### config.mk
export PLATFORM = sky130hd
export DESIGN_NAME = phase_sequencer
export DESIGN_NICKNAME = d
export VERILOG_FILES = /design/src/rtl/phase_sequencer.sv
export SDC_FILE = /design/constraint.sdc
export NUM_CORES = 1
export LEC_CHECK = 0
export CELL_PAD_IN_SITES_DETAIL_PLACEMENT = 1
export CELL_PAD_IN_SITES_GLOBAL_PLACEMENT = 1
export CORE_MARGIN = 4
export CORE_UTILIZATION = 33
export CTS_CLUSTER_SIZE = 12
export DETAILED_ROUTE_END_ITERATION = 8
export GPL_TIMING_DRIVEN = 0
export HOLD_SLACK_MARGIN = 0.12
export PLACE_DENSITY = 0.72
export SETUP_SLACK_MARGIN = 0.02
export SYNTH_ARGS = -nofsm -noshare
export SYNTH_HDL_FRONTEND = slang
export SYNTH_SLANG_ARGS = --single-unit
### constraint.sdc
create_clock -name clk -period 3.8 [get_ports clk]
set_input_delay 0.95 -clock clk [delete_from_list [all_inputs] [get_ports clk]]
set_output_delay 0.95 -clock clk [all_outputs]
set_load 0.01 [all_outputs]
### src/rtl/phase_sequencer.sv
// phase_sequencer: one-hot machine-cycle timing generator for the 8-bit CPU.
// Produces the control-step phase for each instruction. The instruction length
// can vary per instruction and an instruction can be cut short with restart.
// The sequencer can halt at an instruction boundary and single-step, and stall
// freezes all state. It also counts retired instructions.
module phase_sequencer #(
  parameter int PHASES = 8,
  parameter int PW     = $clog2(PHASES),
  parameter int CW     = 16
) (
  input  logic              clk,
  input  logic              rst,
  input  logic [PW:0]       len,
  input  logic              restart,
  input  logic              stall,
  input  logic              halt_req,
  input  logic              resume,
  input  logic              step,
  output logic [PHASES-1:0] signals,
  output logic [PW-1:0]     phase,
  output logic              last_phase,
  output logic              halted,
  output logic [CW-1:0]     instr_cnt
);

  typedef enum logic [1:0] {
    S_RUN  = 2'd0,
    S_HALT = 2'd1,
    S_STEP = 2'd2
  } state_t;

  localparam logic [PW:0]       LEN_MAX   = (PW+1)'(PHASES);
  localparam logic [PW:0]       LEN_ONE   = (PW+1)'(1);
  localparam logic [PW-1:0]     PH_ONE    = PW'(1);
  localparam logic [CW-1:0]     CNT_ONE   = CW'(1);
  localparam logic [PHASES-1:0] SIG_RESET = {1'b1, {(PHASES-1){1'b0}}};

  state_t            state_q, state_d;
  logic [PW-1:0]     phase_q, phase_d;
  logic [PW:0]       len_q, len_d;
  logic [CW-1:0]     cnt_q, cnt_d;
  logic [PHASES-1:0] signals_q, signals_d;
  logic              halted_q, halted_d;

  logic [PW:0]       len_clamped;
  logic [PW:0]       len_eff;
  logic [PW:0]       last_idx;
  logic              at_end;

  // Length in force for the current instruction. In phase 0 the new length is
  // being sampled this cycle, so the clamped input applies directly.
  always_comb begin
    len_clamped = len;
    if (len == '0 || len > LEN_MAX) begin
      len_clamped = LEN_MAX;
    end
    len_eff    = (phase_q == '0) ? len_clamped : len_q;
    last_idx   = len_eff - LEN_ONE;
    at_end     = ({1'b0, phase_q} == last_idx);
    last_phase = at_end | restart;
  end

  // Next-state logic for the run/halt/step machine, phase, length and counter.
  always_comb begin
    state_d  = state_q;
    phase_d  = phase_q;
    len_d    = len_q;
    cnt_d    = cnt_q;
    if (!stall) begin
      if (phase_q == '0) begin
        len_d = len_clamped;
      end
      case (state_q)
        S_HALT: begin
          phase_d = '0;
          if (resume) begin
            state_d = S_RUN;
          end else if (step) begin
            state_d = S_STEP;
          end
        end
        default: begin
          if (last_phase) begin
            phase_d = '0;
            cnt_d   = cnt_q + CNT_ONE;
            if (state_q == S_STEP) begin
              state_d = S_HALT;
            end else if (halt_req) begin
              state_d = S_HALT;
            end
          end else begin
            phase_d = phase_q + PH_ONE;
          end
        end
      endcase
    end
    halted_d = (state_d == S_HALT);
  end

  // One-hot decode of the next phase: phase 0 is the MSB and advances downward.
  always_comb begin
    signals_d = '0;
    for (int unsigned i = 0; i < PHASES; i++) begin
      signals_d[i] = (phase_d == PW'(PHASES - 1 - i));
    end
  end

  // State and registered outputs; reset returns to phase 0 in RUN immediately.
  always_ff @(posedge clk or negedge rst) begin
    if (!rst) begin
      state_q   <= S_RUN;
      phase_q   <= '0;
      len_q     <= LEN_MAX;
      cnt_q     <= '0;
      signals_q <= SIG_RESET;
      halted_q  <= 1'b0;
    end else begin
      state_q   <= state_d;
      phase_q   <= phase_d;
      len_q     <= len_d;
      cnt_q     <= cnt_d;
      signals_q <= signals_d;
      halted_q  <= halted_d;
    end
  end

  assign signals   = signals_q;
  assign phase     = phase_q;
  assign halted    = halted_q;
  assign instr_cnt = cnt_q;

endmodule
## Word level (Yosys, flattened, before mapping)

Index checks and enable logic that the tools add are counted.

- Bits of input ports: 11
- Flip-flop bits (word level): 34
- Logic and storage cells: 41
- Output and inout bits: 29

- Magnitude comparators: 1
- Bitwise logic cells: 3
- Add/subtract/negate cells: 3
- Equality and inequality tests: 11
- Reduce and logical (&&, ||, !) cells: 5
- Mux-type cells: 12

Operators by type and width:

| cell | count |
|---|---|
| adder 16 x 1 -> 16 bit, second input constant | 1 |
| 2-to-1 mux 2 bit | 7 |
| == test 3 bit, second input constant | 4 |
| 2-to-1 mux 3 bit | 3 |
| 2-to-1 mux 4 bit | 2 |
| == test 3 x 2 -> 1 bit, second input constant | 2 |
| logical NOT 3 bit | 2 |
| == test 2 x 1 -> 1 bit, second input constant | 2 |
| == test 3 x 4 -> 1 bit | 1 |
| greater-than comparator 4 bit, second input constant | 1 |
| logical NOT 4 bit | 1 |
| subtractor 4 x 1 -> 4 bit, second input constant | 1 |
| adder 3 x 1 -> 3 bit, second input constant | 1 |
| == test 3 x 1 -> 1 bit, second input constant | 1 |
| AND reduction 3 bit | 1 |
| == test 2 bit, second input constant | 1 |
| NOT 1 bit | 2 |
| logical OR 1 bit | 1 |
| OR 1 bit | 1 |

## Longest topological paths before layout

Gate-level depths: netlist of the first run.

- Depth after elaboration: 11
- Mapped depth: 13
- Gate-level depth less buffers: 12

## Worst setup path before layout of the first run

No wires, ideal clock.

- Path kind: input port to output port
- Start point: input len[1]
- End point: output last_phase
- Buffers on the path: 1
- Arrival time: 2.617 ns
- Setup slack: 0.233 ns
- Cell stages on the path: 9
- Path through: and4bb_2 a21oi_2 ha_1 xor2_1 nand2_1 mux2i_1 a41oi_4 inv_4 buf_2

- Word-level cells in the longest chain between the ends: 7

Ends and longest elaborated chain:

| item | RTL line | source |
|---|---|---|
| from (decl) | 13 | `input logic [PW:0] len,` |
| greater-than comparator 4 bit or logical NOT 4 bit (tied branches) | 54 | `if (len == '0 \|\| len > LEN_MAX) begin` |
| logical OR 1 bit | 54 |  |
| 2-to-1 mux 4 bit * | 54 |  |
| 2-to-1 mux 4 bit * | n/a |  |
| subtractor 4 x 1 -> 4 bit * | 58 | `last_idx = len_eff - LEN_ONE;` |
| == test 3 x 4 -> 1 bit * | 59 | `at_end = ({1'b0, phase_q} == last_idx);` |
| OR 1 bit * | 60 | `last_phase = at_end \| restart;` |
| to (decl) | 21 | `output logic last_phase,` |

Mark *: on every way between the ends. The rest lies on a longest branch, timed or not.

## Final worst setup path of the first run

- Start point: input len[3]
- End point: output last_phase

Same word-level chain as after synthesis.

==> flow_metrics.tcl, run 1 <==
set metrics [dict create \
    cts.sinks 34 \
    io_buffers 39 \
    wire_per_inst_um 16.7 \
    synth_area_mm2 0.00177 \
    finalSetupTns_ns 0 \
    arrival_ns 2.74 \
    multi_input_area_um2 902 \
    max_freq_mhz 271 \
    slew_headroom_pct 47.9 \
    design.core.area_mm2 0.00517 \
    leakagePower_nw 1.01 \
    ys_seq_elements 34 \
    skew_ns 0.00245 \
    insertion_delay_ns 0.28 \
    status "completed" \
    avgSynthCellArea_um2 11.2 \
    fin_crit_ns 3.69 \
    synthFlopType "dfrtp_1" \
    dr.pass1.iters 4 \
    synth_edf_count 0 \
    synthToLayoutAreaGrowth_pct 38.5 \
    via_count 1443 \
    powerDensity_mw_per_mm2 682 \
    cap_viol_max_count 0 \
    critPathKind "primary input to output pin" \
    synth_top_cell_area_share_pct 45.2 \
    yosys_warnings 0 \
    synth.area.top_cells "dfrtp_1 45%, xnor2_1 6.4%, nand4_1 3.2%" \
    vdd_drop_max_v 0.000326 \
    tightest_slew_ns 0.781 \
    final.fill_count 569 \
    ys_async_sr_fraction_pct 100 \
    finalSetupViolCount 0 \
    worst_slack_ns 0.109 \
    grt_pass1_vias 1647 \
    viasPerCell 5.15 \
    rsz0062_at_grt "false" \
    antenna_found_initial 0 \
    antenna_cells 0 \
    clkTransAtPathRegs_ns 0.07 \
    post-route-period-util_pct 97.1 \
    num_rows 26 \
    initial_core_util_pct 34.3 \
    yosysTopAreaCell "dfrtp_1" \
    grt_pass1_wl_um 8060 \
    final_common_cell "clkdlybuf4s50_1" \
    synth_nets 174 \
    floorplan.die_area_mm2 0.00661 \
    grt_usage_pct 16.0 \
    ys_seq_area_share_pct 48.1 \
    worstPathRequired_ns 2.85 \
    nets 224 \
    overflow 0 \
    ff_latch_area_um2 853 \
    pre_cts_slack_ns -1.23 \
    final_cell_mix "34 x clkdlybuf4s50_1, 32 x dfrtp_1, 13 x xnor2_1, 10 x nand2_1, 10 x nor2_1" \
    routed_wl_um 4670 \
    dp_hpwl_um 3370 \
    synth_cell_type_count 51 \
    drv_slew 0 \
    end_kind "output pin" \
    die_y_um 81.3 \
    path_max_fanout 5 \
    dieWidth_um 81.3 \
    drtIter0Drc 69 \
    start_kind "primary input" \
    total_power_w 0.00168 \
    hold_class "flip-flop to flip-flop" \
    postCtsHoldBufs 0 \
    cts_tree "built" \
    place.gp.congestion 0.811 \
    hold_violations 0 \
    ant_nets 0 \
    syn_inst 159 \
    drc 0 \
    htree_levels 2 \
    grt_max_degree 35 \
    cts_root_buf "clkbuf_8" \
    io_pins 40 \
    layout-drive-gt1-share_pct 18.6 \
    numCtsBuffers 5 \
    cts.path.max_buffers 2 \
]
-- cells in the mapped netlist, types with 2 or more instances --
master    count
buf_1         2
nand2_1      10
a21oi_1       4
nor2_1       10
nor3_1        5
ha_1          4
mux2i_1       4
nor3b_1       2
xor2_1        4
mux2_2        2
nor2b_1       4
dfrtp_1      32
nand3_1       6
dfstp_2       2
nand4_1       9
inv_1         5
xnor2_1      13
nand3b_1      2
a22o_1        2
and3_1        3
nand2b_1      2
nor3b_2       2
clkbuf_1      2
-- cell type report --
class | instances | share of cell area, %
plain buffers | 5 | 1.07
multi-input cells | 112 | 36.7
repair buffers | 44 | 17.1
well taps | 70 | 3.57
inverters | 7 | 1.17
flip-flops and latches | 34 | 34.7
clock inverters | 3 | 2.80
clock buffers | 5 | 2.80
-- final timing paths --
check,start,end,slack (ns),cells after the start
setup / recovery,len[3],last_phase,0.11,10
min in group asynchronous,rst,len_q[2],0.74,1
hold reg to reg,instr_cnt[15],instr_cnt[15],0.48,1
max in group asynchronous,rst,instr_cnt[8],2.57,1
setup reg to reg,phase[0],instr_cnt[8],0.64,12
hold / removal,instr_cnt[15],instr_cnt[15],0.48,1
-- repair_timing --
| action | CTS | global route |
|---|---|---|
| buffers inserted | 5 | 0 |
| gates resized for setup | 12 | 2 |
| endpoints found under the setup margin | 1 | 1 |
| pin swaps | 2 | 0 |
-- logic make-up (layout without fill, tap and decap cells) --
group | Yosys count | after routing | share of synthesized area [%]
XOR/XNOR | 17 | 17 | 8.40
adder cells (fa/ha/maj) | 4 | 4 | 2.82
buffers and inverters | 13 | 64 | 3.39
AND/OR/NAND/NOR | 68 | 68 | 23.7
AO/OA/AOI/OAI | 17 | 17 | 10.0
multiplexers | 6 | 6 | 3.53
flip-flops | 34 | 34 | 48.1
-- power breakdown --
part	internal, W	switching (W)
Combinational	0.000353	0.000362
Sequential	0.000458	0.000102
Clock	0.000263	0.000138
Total	0.00107	0.000602
-- flip-flops by register name, summed over array words and instances (netlist names) --
signal / flops
signals: 8
phase: 3
halted: 1
instr_cnt: 16
state_q: 2
len_q: 4
-- per-stage QoR --
stage | hold WS, ns | util, % | std cells | cell area (um^2)
after floorplan | 0.502 | - | 159 | 1770
after global placement | 0.467 | 43.5 | 268 | 2250
after detailed placement | 0.462 | 43.4 | 268 | 2250
after CTS | 0.485 | 47.3 | 280 | 2440
after global routing | 0.501 | 47.5 | 280 | 2460
final | 0.479 | 47.5 | 280 | 2460
-- routing by layer --
metal	vias up	routed length, um	track usage [%]
met4	0	99	7.09
li1	662	-	-
met5	-	0	0
met1	727	1940	18.2
met3	10	214	3.88
met2	44	2420	28.3
-- critical path, stage by stage --
cell and delay, ns:
dlygate4sd2_1 0.26, and4bb_2 0.27, a21oi_4 0.16, ha_4 0.23
xor2_2 0.17, nand2_1 0.14, mux2i_4 0.10, a41oi_4 0.27
inv_4 0.06, buf_6 0.12
No activity file was read; power rests on OpenSTA's default activity.
==> inputs of run 2 (changes only) <==
--- a/config.mk
+++ b/config.mk
@@ -15,6 +15,7 @@
 export HOLD_SLACK_MARGIN = 0.12
 export PLACE_DENSITY = 0.72
 export SETUP_SLACK_MARGIN = 0.02
+export SKIP_CTS_REPAIR_TIMING = 1
 export SYNTH_ARGS = -nofsm -noshare
 export SYNTH_HDL_FRONTEND = slang
 export SYNTH_SLANG_ARGS = --single-unit
==> flow_metrics.tcl, run 2 (synthesis results as in run 1) <==
set metrics [dict create \
    final_common_cell "clkdlybuf4s50_1" \
    ant_nets 0 \
    status "completed" \
    largest_reg_flops 16 \
    io_buffers 39 \
    antenna_found_initial 0 \
    post-route-period-util_pct 98.9 \
    critPathKind "primary input to output pin" \
    num_rows 26 \
    slew_headroom_pct 47.8 \
    cts.path.max_buffers 2 \
    antenna_cells 0 \
    cts.sinks 34 \
    fin_crit_ns 3.76 \
    grt_usage_pct 15.6 \
    pre_cts_slack_ns -1.23 \
    worst_slack_ns 0.0434 \
    dp_hpwl_um 3370 \
    powerDensity_mw_per_mm2 675 \
    finalSetupViolCount 0 \
    internal-power_w 0.00109 \
    start_kind "primary input" \
    cp_top_family "compound AO/OA/AOI/OAI gates" \
    floorplan.die_area_mm2 0.00661 \
    cap_viol_max_count 0 \
    finalSetupTns_ns 0 \
    wire_per_inst_um 16.6 \
    p_sw_w 0.000610 \
    arrival_ns 2.81 \
    end_kind "output pin" \
    worstPathRequired_ns 2.85 \
    slowest_delay_ns 0.33 \
    comb_power_share_pct 43.2 \
    grt_pass1_vias 1613 \
    multi_input_area_um2 897 \
    power_frac_seq_pct 33.1 \
    insertion_delay_ns 0.28 \
    power_frac_clock_pct 23.7 \
    ff_latch_area_um2 855 \
    grt_max_degree 35 \
    synthToLayoutAreaGrowth_pct 41.6 \
    hold_violations 0 \
    skew_ns 0.00454 \
    fin_cells 286 \
    tightest_slew_ns 0.784 \
    wl_met3_um 202 \
    dr.pass1.iters 6 \
    maxUsedRoutingLayer "met4" \
    cp.buffers_inverters 3 \
    die_y_um 81.3 \
    wl_met1_um 1990 \
    cts_tree "built" \
    design.core.area_mm2 0.00517 \
    clkTransAtPathRegs_ns 0.07 \
    hold_class "flip-flop to flip-flop" \
    leakagePower_nw 1.06 \
    nets 230 \
    p_sw_share_pct 36.0 \
    vdd_drop_max_v 0.000326 \
    htree_levels 2 \
    final_cell_mix "34 x clkdlybuf4s50_1, 31 x dfrtp_1, 13 x xnor2_1, 11 x buf_4" \
    place.gp.congestion 0.811 \
    drv_slew 0 \
    crit_slowest_cell "a41oi_4" \
    dieWidth_um 81.3 \
    drc 0 \
    viasPerCell 5.12 \
    drtIter0Drc 41 \
    overflow 0 \
    initial_core_util_pct 34.3 \
    final.fill_count 569 \
    max_freq_mhz 266 \
    layout-drive-gt1-share_pct 21.3 \
    cts_root_buf "clkbuf_8" \
    placedInstanceArea_mm2 0.00225 \
    path_max_fanout 5 \
    via_count 1464 \
    place_inst 268 \
    numCtsBuffers 5 \
    io_pins 40 \
    grt_pass1_wl_um 7860 \
    final_cell_area_mm2 0.00251 \
    routed_wl_um 4760 \
    path_cells "dlymetal6s2s_1 > and4bb_2 > a21oi_4 > ha_4 > xor2_1 > nand2_1 > mux2i_4 > a41oi_4 > clkinv_4 > buf_6" \
    wl_met2_um 2470 \
]
[run 2: changes by cell type in the layout (fill, tap and decap cells not counted), sizes merged]
cell          previous run  this run
inv                      7         6
buf                     10        16
clkinv                   1         2
dlymetal6s2s             0         3
dlygate4sd2              3         0
[run 2: final timing paths]
kind                                from            end  slack [ns]  cells after the start
min in group asynchronous            rst  instr_cnt[14]        0.75                      1
max reg2reg                     phase[0]     signals[4]        0.48                     14
max                               len[3]     last_phase        0.04                     10
min reg2reg                instr_cnt[15]  instr_cnt[15]        0.48                      1
max in group asynchronous            rst       phase[0]        2.52                      1
min                        instr_cnt[15]  instr_cnt[15]        0.48                      1
[run 2: area by class of cell]
cell class / count / share of cell area [%]
clock buffer: 5 / 2.74
multi-input combinational: 112 / 35.7
clock inverter: 3 / 2.74
sequential: 34 / 34.0
inverter: 7 / 1.25
tap: 70 / 3.49
timing repair buffer: 50 / 19.0
buffer: 5 / 1.05
[run 2: worst register-to-register path: cells and delay by family (launching register included)]
family	cells	cell delay, ns
adder cells (fa/ha/maj)	2	0.48
XOR/XNOR	1	0.17
flip-flops	1	0.46
buffers and inverters	4	0.50
multiplexers	1	0.10
AO/OA/AOI/OAI	3	0.89
AND/OR/NAND/NOR	3	0.64
[run 2: metrics by stage]
step           utilization (%)  total power [W]  hold slack, ns
6_report                  48.5          0.00170           0.479
5_1_grt                   48.5          0.00180           0.501
4_1_cts                   46.1          0.00161           0.485
3_5_place_dp              43.4          0.00120           0.462
3_3_place_gp              43.5          0.00116           0.467
2_1_floorplan                -         0.000945           0.502
[run 2: power by group through the flow]
stage          sequential [W]  clock, W  combinational, W
2_1_floorplan        0.000569         0          0.000376
4_1_cts              0.000560  0.000410          0.000640
6_report             0.000561  0.000402          0.000732
5_1_grt              0.000577  0.000427          0.000798
3_3_place_gp         0.000553         0          0.000606
3_5_place_dp         0.000564         0          0.000635
[run 2: metal layers]
metal	GRT usage, %	vias to the layer above
li1	-	676
met1	17.5	738
met5	0	-
met3	3.88	10
met4	7.09	0
met2	27.7	40
